## src/rtl/hangman_engine.sv

```systemverilog
// Hangman game engine: word table, LFSR or forced word pick, guess handshake,
// parallel position match and a used-letter bitmap so that repeated guesses cost nothing.
module hangman_engine #(
    parameter int WORD_LEN  = 5,
    parameter int CHAR_W    = 5,
    parameter int NUM_WORDS = 4,
    parameter int MAX_TRIES = 7,
    parameter logic [NUM_WORDS*WORD_LEN*CHAR_W-1:0] WORD_ROM = '0,
    parameter logic [7:0] LFSR_SEED = 8'h01,
    localparam int IDX_W = $clog2(NUM_WORDS),
    localparam int TRY_W = $clog2(MAX_TRIES + 1)
) (
    input  logic                clk,
    input  logic                reset,
    input  logic                start,
    input  logic                sel_valid,
    input  logic [IDX_W-1:0]    sel_idx,
    input  logic                guess_valid,
    input  logic [CHAR_W-1:0]   guess_char,
    output logic                guess_ready,
    output logic [WORD_LEN-1:0] guessed_mask,
    output logic [TRY_W-1:0]    tries_used,
    output logic [IDX_W-1:0]    word_idx,
    output logic                hit,
    output logic                miss,
    output logic                repeat_g,
    output logic                win,
    output logic                lose
);

    typedef enum logic [2:0] {
        S_IDLE, S_PICK, S_GUESS, S_CHECK, S_WIN, S_LOSE
    } state_t;

    localparam int NUM_CHARS = 2 ** CHAR_W;
    localparam logic [TRY_W-1:0] TRIES_MAX = TRY_W'(MAX_TRIES);

    state_t                 state_q, state_d;
    logic [7:0]             lfsr_q, lfsr_d;
    logic [IDX_W-1:0]       pick_q, pick_d;
    logic [IDX_W-1:0]       word_idx_q, word_idx_d;
    logic [CHAR_W-1:0]      char_q, char_d;
    logic [NUM_CHARS-1:0]   used_q, used_d;
    logic [WORD_LEN-1:0]    mask_q, mask_d;
    logic [TRY_W-1:0]       tries_q, tries_d;
    logic                   ready_q, ready_d;
    logic                   hit_q, hit_d;
    logic                   miss_q, miss_d;
    logic                   repeat_q, repeat_d;
    logic                   win_q, win_d;
    logic                   lose_q, lose_d;
    logic [WORD_LEN-1:0]    match;

    always_comb begin
        match = '0;
        for (int p = 0; p < WORD_LEN; p++) begin
            match[p] = (WORD_ROM[(int'(word_idx_q) * WORD_LEN + p) * CHAR_W +: CHAR_W] == char_q);
        end
    end

    // Fibonacci LFSR x^8+x^6+x^5+x^4+1, free-running so the pick depends on start timing
    assign lfsr_d = {lfsr_q[6:0], lfsr_q[7] ^ lfsr_q[5] ^ lfsr_q[4] ^ lfsr_q[3]};

    always_comb begin
        state_d    = state_q;
        pick_d     = pick_q;
        word_idx_d = word_idx_q;
        char_d     = char_q;
        used_d     = used_q;
        mask_d     = mask_q;
        tries_d    = tries_q;
        hit_d      = 1'b0;
        miss_d     = 1'b0;
        repeat_d   = 1'b0;

        case (state_q)
            S_IDLE, S_WIN, S_LOSE: begin
                if (start) begin
                    pick_d  = sel_valid ? sel_idx : lfsr_q[IDX_W-1:0];
                    state_d = S_PICK;
                end
            end
            S_PICK: begin
                word_idx_d = pick_q;
                mask_d     = '0;
                tries_d    = '0;
                used_d     = '0;
                state_d    = S_GUESS;
            end
            S_GUESS: begin
                if (guess_valid && ready_q) begin
                    char_d  = guess_char;
                    state_d = S_CHECK;
                end
            end
            S_CHECK: begin
                if (used_q[char_q]) begin
                    repeat_d = 1'b1;
                    state_d  = S_GUESS;
                end else begin
                    used_d[char_q] = 1'b1;
                    if (|match) begin
                        mask_d = mask_q | match;
                        hit_d  = 1'b1;
                    end else begin
                        if (tries_q != TRIES_MAX) tries_d = tries_q + TRY_W'(1);
                        miss_d = 1'b1;
                    end
                    if (&mask_d)                  state_d = S_WIN;
                    else if (tries_d == TRIES_MAX) state_d = S_LOSE;
                    else                          state_d = S_GUESS;
                end
            end
            default: state_d = S_IDLE;
        endcase

        ready_d = (state_d == S_GUESS);
        win_d   = (state_d == S_WIN);
        lose_d  = (state_d == S_LOSE);
    end

    always_ff @(posedge clk or posedge reset) begin
        if (reset) begin
            state_q    <= S_IDLE;
            lfsr_q     <= LFSR_SEED;
            pick_q     <= '0;
            word_idx_q <= '0;
            char_q     <= '0;
            used_q     <= '0;
            mask_q     <= '0;
            tries_q    <= '0;
            ready_q    <= 1'b0;
            hit_q      <= 1'b0;
            miss_q     <= 1'b0;
            repeat_q   <= 1'b0;
            win_q      <= 1'b0;
            lose_q     <= 1'b0;
        end else begin
            state_q    <= state_d;
            lfsr_q     <= lfsr_d;
            pick_q     <= pick_d;
            word_idx_q <= word_idx_d;
            char_q     <= char_d;
            used_q     <= used_d;
            mask_q     <= mask_d;
            tries_q    <= tries_d;
            ready_q    <= ready_d;
            hit_q      <= hit_d;
            miss_q     <= miss_d;
            repeat_q   <= repeat_d;
            win_q      <= win_d;
            lose_q     <= lose_d;
        end
    end

    assign guess_ready  = ready_q;
    assign guessed_mask = mask_q;
    assign tries_used   = tries_q;
    assign word_idx     = word_idx_q;
    assign hit          = hit_q;
    assign miss         = miss_q;
    assign repeat_g     = repeat_q;
    assign win          = win_q;
    assign lose         = lose_q;

endmodule

```

## config.mk

```make
export PLATFORM = sky130hd
export DESIGN_NAME = hangman_engine
export DESIGN_NICKNAME = d
export VERILOG_FILES = /design/src/rtl/hangman_engine.sv
export SDC_FILE = /design/constraint.sdc
export NUM_CORES = 1
export LEC_CHECK = 0
export CAP_MARGIN = 5
export CORE_MARGIN = 2
export CORE_UTILIZATION = 57
export DETAILED_ROUTE_END_ITERATION = 6
export HOLD_SLACK_MARGIN = 0.05
export PLACE_DENSITY = 0.88
export SYNTH_ARGS = -nofsm -noshare
export SYNTH_HDL_FRONTEND = slang
export SYNTH_SLANG_ARGS = --single-unit
```

## constraint.sdc

```tcl
create_clock -name clk -period 2.4 [get_ports clk]
set_clock_uncertainty 0.05 [all_clocks]
set_input_delay 0.36 -clock clk [delete_from_list [all_inputs] [get_ports clk]]
set_output_delay 0.36 -clock clk [all_outputs]
set_load 0.01 [all_outputs]
```

==> results by group, run 1 <==
Pwr
  • Gate power share: 0.444
  • Sequential share of power: 0.364
  • Switching fraction of total power: 0.387
  • Power per cell area: 1280 mW/mm²
  • VDD IR-drop max: 0.000780 V
  • Leak: 1.72 nW
  • Total Power: 4.86 mW
  • Net switching power figure: 1.88 mW
  • Internal Pwr Total: 2.98 mW
  • Clock group share of total power: 0.192

STA
  • # setup viols final: 2
  • Max-slew headroom: 0.616
  • Fmax: 416 MHz
  • Crit path time final: 2.40 ns
  • Fin. Hold Viols: 0
  • Slew Limit Fails: 0
  • RSZ-0062 raised after global routing: true
  • Period utilization: 1.00
  • Slew @ Worst Pin: 0.575 ns
  • Post-route setup TNS: -0.00494 ns
  • Worst hold margin: 0.234 ns
  • Setup slack after layout: -0.00416 ns

Clock tree
  • Worst-Skew Late Latency: 0.36 ns
  • H-tree levels: 3
  • Clock transition at path regs: 0.08 ns
  • Clock Path Buffers: 2
  • CTS tree: done
  • Sink Count: 66
  • CTS Buf Count: 9
  • Root Driver: clkbuf_8

Global routing
  • Vias in the first global route: 2572
  • GRT Util Overall: 0.272
  • Largest net degree at the start of global routing: 38
  • Initial antenna violation count: 0
  • Grt total ovfl: 0
  • First-pass GRT wire length: 12600 µm

Critical path
  • Worst EP required: 2.62 ns
  • Max FO, Critical Path: 6
  • CP startpoint kind: flip-flop
  • Worst Setup Path Type: reg -> reg
  • Endpoint class of the critical path: flip-flop
  • Crit path DAT: 2.63 ns

Die
  • Rows: 26
  • Die height: 77.4 µm
  • Die width: 77.4 µm
  • Core area: 0.00514 mm²
  • Full die area: 0.00598 mm²
  • Effective utilization at floorplan: 0.597
  • I/O Pins: 28

Synthesis
  • Syn Nets: 292
  • Synth Flop Type: dfrtp_1
  • Yosys warns: 0
  • Synth top area share: 0.530
  • Fraction of registers with async set/reset: 1.00
  • Post-synth EDFFs: 0
  • Leading cell types by total area after synthesis: dfrtp_1, mux2i_1, nand2_1, a32o_1, nor2_1
  • Yosys reg bits: 66
  • Sequential share of the synthesized area: 0.539
  • Avg Cell Area, Syn: 11.0 µm²
  • Post-synth top area cell: dfrtp_1
  • Post-Synthesis Cell Area: 0.00307 mm²
  • Synth unique cells: 59
  • Post-Synthesis Cells: 279

Place
  • Placer Congestion: 0.955
  • Pre-CTS setup slack: -0.0213 ns
  • Placed Area: 0.00355 mm²
  • Post-DP HPWL: 5220 µm
  • Port buffer count: 27

Detailed routing
  • Vias: 2470
  • Vias per cell: 6.14
  • Drc violations: 0
  • DRT antenna net count: 0
  • Met2 Wirelength: 3900 µm
  • Metal-1 WL: 3170 µm
  • Drt total wl: 7720 µm
  • WL/cell: 19.2 µm
  • Met3 WL post-DR: 456 µm
  • Top Layer Used: met4
  • DRT iter0 DRCs: 278
  • First-pass DRT Iterations: 5

Finish
  • Most frequent cells in the layout: dfrtp_1, nand2_1, clkdlybuf4s50_1
  • Area Growth Syn to Fin: 23.8%
  • Ant. Diodes: 0
  • Layout cell share with drive strength beyond 1: 0.211
  • Total Nets Final: 340
  • Commonest non-fill, non-tap cell in the layout: dfrtp_1
  • Final instance area: 0.00380 mm²

Flow run
  • MaxCap Viol Count: 0

Status
  • Failing checks: negative setup slack
  • Status: complete, but fails checks

Worst hold path
  • HP Class: in -> async
==> through the flow <==
| stage | util | cells |
|---|---|---|
| floorplan | - | 279 |
| global placement | 0.691 | 384 |
| detailed placement | 0.691 | 384 |
| CTS | 0.729 | 400 |
| global route | 0.739 | 402 |
| finish | 0.739 | 402 |
==> logic make-up after synthesis <==
| family | count (synthesis) | synth area share |
|---|---|---|
| adder cells (fa/ha/maj) | 1 | 0.00408 |
| AND/OR/NAND/NOR | 109 | 0.194 |
| buffers and inverters | 20 | 0.0290 |
| multiplexers | 23 | 0.0820 |
| flip-flops | 66 | 0.539 |
| AO/OA/AOI/OAI | 57 | 0.144 |
| XOR/XNOR | 3 | 0.00857 |
==> flip-flops by register name (all words and copies together) (netlist names), 2 cells and up <==
register and flops:
pick_q 2, used_q 32, state_q 3, tries_used 3, lfsr_q 8, char_q 5
guessed_mask 5, word_idx 2
==> repair_timing <==
| action | 4_1_cts | 5_1_grt |
|---|---|---|
| hold buffers | 0 | 0 |
| pin swaps | 1 | 5 |
| resized for setup | 1 | 10 |
| setup endpoints to repair | 3 | 27 |
| buffers inserted | 0 | 2 |
| gates cloned | 0 | 0 |
==> power groups by stage <==
stage	sequential (mW)	clock [mW]	combinational [mW]
2_1_floorplan	1.66	0	1.31
6_report	1.77	0.932	2.16
4_1_cts	1.75	0.931	2.05
3_5_place_dp	1.77	0	2.02
3_3_place_gp	1.74	0	1.95
5_1_grt	1.81	0.979	2.33
==> layer usage <==
metal  global-route usage  vias up
met5                    0        -
met4                0.127        0
met3               0.0465       18
met2                0.463      108
met1                0.340     1237
li1                     -     1107
==> cell usage after synthesis, types with 2 or more instances <==
cell type,n
nor3_1,5
nand3b_1,2
nor2b_1,7
and3_1,5
o211ai_1,2
a32o_1,9
nor4bb_1,2
xnor2_1,2
nor2_1,22
o21a_1,7
a21oi_1,3
mux2i_1,15
and4_1,2
and2_1,3
mux2_2,7
o22ai_1,3
inv_1,2
o21ai_1,2
dfrtp_1,65
a22o_1,5
nand3_1,4
nand2b_1,8
nand4_1,2
a31oi_1,2
o21ai_0,12
nand2_1,31
buf_2,5
nand4b_1,2
clkbuf_1,12
or4_1,2
==> path summary, 6_finish.rpt <==
path / slack [ns] / endpoint / start / cells past startpoint
max: -0.004 / used_q[17]$_DFFE_PP0P_ / char_q[1]$_DFFE_PP0P_ / 8
min: 0.23 / char_q[3]$_DFFE_PP0P_ / reset / 2
max reg2reg: -0.004 / used_q[17]$_DFFE_PP0P_ / char_q[1]$_DFFE_PP0P_ / 8
min reg2reg: 0.31 / lfsr_q[7]$_DFF_PP0_ / lfsr_q[6]$_DFF_PP0_ / 0
max in group asynchronous: 1.54 / state_q[0]$_DFF_PP0_ / reset / 3
min in group clk: 0.31 / lfsr_q[7]$_DFF_PP0_ / lfsr_q[6]$_DFF_PP0_ / 0
==> worst max-delay path, stage by stage, from the launching register on <==
cell and delay (ns):
dfrtp_1 0.43, buf_6 0.17, mux2i_1 0.26, nor2_1 0.10
o311ai_2 0.22, buf_4 0.18, nand3_2 0.12, or4b_1 0.60
o21ai_0 0.21
==> area by class of cell <==
| cell class | count | area (µm²) |
|---|---|---|
| Sequential cell | 66 | 1650 |
| Multi-Input combinational cell | 193 | 1350 |
| Fill cell | 358 | 1340 |
| Timing Repair Buffer | 55 | 500 |
| Clock buffer | 9 | 124 |
| Tap cell | 70 | 87.6 |
| Clock inverter | 7 | 70.1 |
| Inverter | 2 | 7.51 |
(Power assumes the default switching activity.)
==> run 2: changes to the inputs <==
CORE_UTILIZATION = 51   (was 57)
PLACE_DENSITY = 0.75   (was 0.88)
clock period = 2 ns   (was 2.4 ns; I/O delays follow)
==> run 2 against run 1 <==
The run still ends with negative setup slack left. Sequential power increased by 16%. Total power increased by 36%. Worst setup slack worse by 0.31 ns. Count of clock-buffer cells in the layout grew 1. Routed wire length grew 2.3%. Largest power group unchanged.
==> results by group, run 2 (same netlist as run 1, synthesis figures left out) <==
Status
  • Status: complete, but fails checks
  • Failing checks: negative setup slack

Clock tree
  • Clock Path Buffers: 2 (unchanged)
  • Sink Count: 66 (unchanged)
  • CTS tree: done
  • Clock transition at path regs: 0.08 ns (about the same)
  • Cts hold-fix bufs: 0 (unchanged)
  • Worst-Skew Late Latency: 0.36 ns (about the same)
  • CTS Buf Count: 9 (unchanged)
  • H-tree levels: 3 (unchanged)
  • Root Driver: clkbuf_8

Place
  • Port buffer count: 27 (unchanged)
  • Placed Area: 0.00377 mm² (+6.2%)
  • Post-DP HPWL: 5200 µm (-0.34%)
  • Placer Congestion: 0.861 (-9.9%)
  • Placed Cells incl. Taps: 410 (+6.8%)

Critical path
  • Crit path DAT: 2.55 ns (-0.08 ns)
  • Worst EP required: 2.23 ns (-0.39 ns)
  • Worst Setup Path Type: reg -> reg
  • Endpoint class of the critical path: flip-flop
  • Setup slack, reg-to-reg: -0.31 ns (-0.31 ns)
  • Max FO, Critical Path: 13 (+7)
  • CP Capture Point: used_q[6]$_DFFE_PP0P_
  • Reg2reg path depth: 8 (unchanged)
  • CP startpoint: char_q[1]$_DFFE_PP0P_
  • CP startpoint kind: flip-flop
  • FF-to-FF Start: char_q[1]$_DFFE_PP0P_
  • R2R Path End: used_q[6]$_DFFE_PP0P_

Finish
  • Largest Register: used_q
  • Ant. Diodes: 0 (unchanged)
  • Core Util, Final: 0.722 (-0.0164)
  • Most frequent cells in the layout: dfrtp_1, buf_4, nand2_1
  • Max reg flops: 32 (unchanged)
  • Total Nets Final: 374 (+10%)
  • Commonest non-fill, non-tap cell in the layout: dfrtp_1
  • Area Growth Syn to Fin: 37.8%
  • Fillers: 388 (+8.4%)
  • Layout cell share with drive strength beyond 1: 0.331 (+0.120)
  • Final Non-Filler Cells: 441 (+9.7%)
  • Final instance area: 0.00423 mm² (+11%)
  • Top flop regs: used_q (32), lfsr_q (8)

Worst hold path
  • HP Class: reg -> reg
  • Hold Path Cell Cnt: 0

STA
  • Fmax: 432 MHz (+4.0%)
  • Period utilization: 1.16 (+0.155)
  • Setup slack after layout: -0.313 ns (-0.308 ns)
  • Max-slew headroom: 0.706 (+0.0903)
  • Slew Limit Fails: 0 (unchanged)
  • # setup viols final: 47 (+45)
  • Crit path time final: 2.31 ns (-0.0915 ns)
  • Fin. Hold Viols: 0 (unchanged)
  • Worst hold margin: 0.311 ns (+0.0771 ns)
  • Slew @ Worst Pin: 0.440 ns (-0.135 ns)
  • RSZ-0062 raised after global routing: true

Die
  • Die width: 81.5 µm (+5.4%)
  • I/O Pins: 28 (unchanged)
  • Effective utilization at floorplan: 0.524 (-0.0725)
  • Rows: 28 (+7.7%)
  • Full die area: 0.00665 mm² (+11%)
  • Die height: 81.5 µm (+5.4%)
  • Core area: 0.00585 mm² (+14%)

Global routing
  • GRT Util Overall: 0.264 (-0.00764)
  • First-pass GRT wire length: 12800 µm (+1.6%)
  • Largest net degree at the start of global routing: 67 (+76%)
  • Initial antenna violation count: 0 (unchanged)
  • Vias in the first global route: 2633 (+2.4%)
  • Grt total ovfl: 0 (unchanged)

Pwr
  • Power per cell area: 1570 mW/mm² (+22%)
  • Total Power: 6.63 mW (+36%)
  • VDD IR-drop max: 0.00110 V (+41%)
  • Leak: 1.90 nW (+11%)

Detailed routing
  • DRT antenna net count: 0 (unchanged)
  • DRT iter0 DRCs: 243 (-13%)
  • Vias per cell: 5.82 (-5.3%)
  • Drc violations: 0 (unchanged)
  • WL/cell: 17.9 µm (-6.7%)
  • Vias: 2567 (+3.9%)
  • First-pass DRT Iterations: 4 (-1)
  • Drt total wl: 7900 µm (+2.3%)

Flow run
  • MaxCap Viol Count: 0 (unchanged)
[run 2: cell types whose count changed in the layout (fill, tap and decap cells not counted), moves of 2 or more]
cell / change
buf_4: +32
nor3_1: -2
clkinv_2: -3
o21ai_2: +4
o21ai_1: +4
mux2i_4: +3
o21ai_0: -9
mux2i_2: -2
nor3_2: +2
inv_6: +2
[run 2: worst min path at each step]
stage | start | endpoint | slack [ns]
6_report | lfsr_q[2]$_DFF_PP0_ | lfsr_q[3]$_DFF_PP0_ | 0.31
3_5_place_dp | lfsr_q[6]$_DFF_PP0_ | lfsr_q[7]$_DFF_PP0_ | 0.29
5_1_grt | lfsr_q[6]$_DFF_PP0_ | lfsr_q[7]$_DFF_PP0_ | 0.32
4_1_cts | lfsr_q[2]$_DFF_PP0_ | lfsr_q[3]$_DFF_PP0_ | 0.31
3_3_place_gp | lfsr_q[2]$_DFF_PP0_ | lfsr_q[3]$_DFF_PP0_ | 0.29
2_1_floorplan | lfsr_q[2]$_DFF_PP0_ | lfsr_q[3]$_DFF_PP0_ | 0.28
[run 2: repair_timing]
action                                  in CTS  in global routing
pin swaps                                   10                  8
resized for setup                           23                  9
buffers inserted                            10                  5
endpoints found under the setup margin      47                 47
[run 2: worst max-delay path: stages (launching register included)]
cell	delay [ns]
dfrtp_2	0.43
buf_12	0.17
mux2i_4	0.25
o22ai_2	0.12
a22oi_2	0.30
nand3_2	0.17
buf_4	0.17
or4_4	0.44
o21ai_1	0.14
[run 2: routing by layer]
| layer | global-route usage | part of all wire | vias to the layer above |
|---|---|---|---|
| li1 | - | - | 1179 |
| met3 | 0.0615 | 0.047 | 23 |
| met2 | 0.434 | 0.51 | 76 |
| met5 | 0 | 0 | - |
| met1 | 0.322 | 0.41 | 1289 |
| met4 | 0.144 | 0.027 | 0 |
[run 2: report_power, final]
group / leakage [nW] / internal [mW] / switching [mW]
registers: 0.865 / 1.74 / 0.311
clock network: 0.103 / 0.622 / 0.565
logic: 0.934 / 1.76 / 1.63
total: 1.90 / 4.12 / 2.51
[run 2: metrics by stage]
stage          TNS [ns]  setup WS, ns
6_report          -9.71        -0.313
5_1_grt          -13.09        -0.391
4_1_cts           -5.74        -0.250
3_5_place_dp      -8.32        -0.335
3_3_place_gp      -5.56        -0.236
2_1_floorplan     -1.42        -0.164
[run 2: area by class of cell]
class,count,area (µm²),share of cell area
Timing Repair Buffer,89,772,0.183
Clock buffer,10,138,0.0326
Clock inverter,6,72.6,0.0172
Sequential cell,66,1660,0.392
Tap cell,75,93.8,0.0222
Multi-Input combinational cell,193,1480,0.351
Inverter,2,11.3,0.00267
==> run 3: changes to the inputs <==
CAP_MARGIN = unset   (was 5)
==> results of run 3 <==
No change in the layout: final DEF, timing and power equal those of run 2.
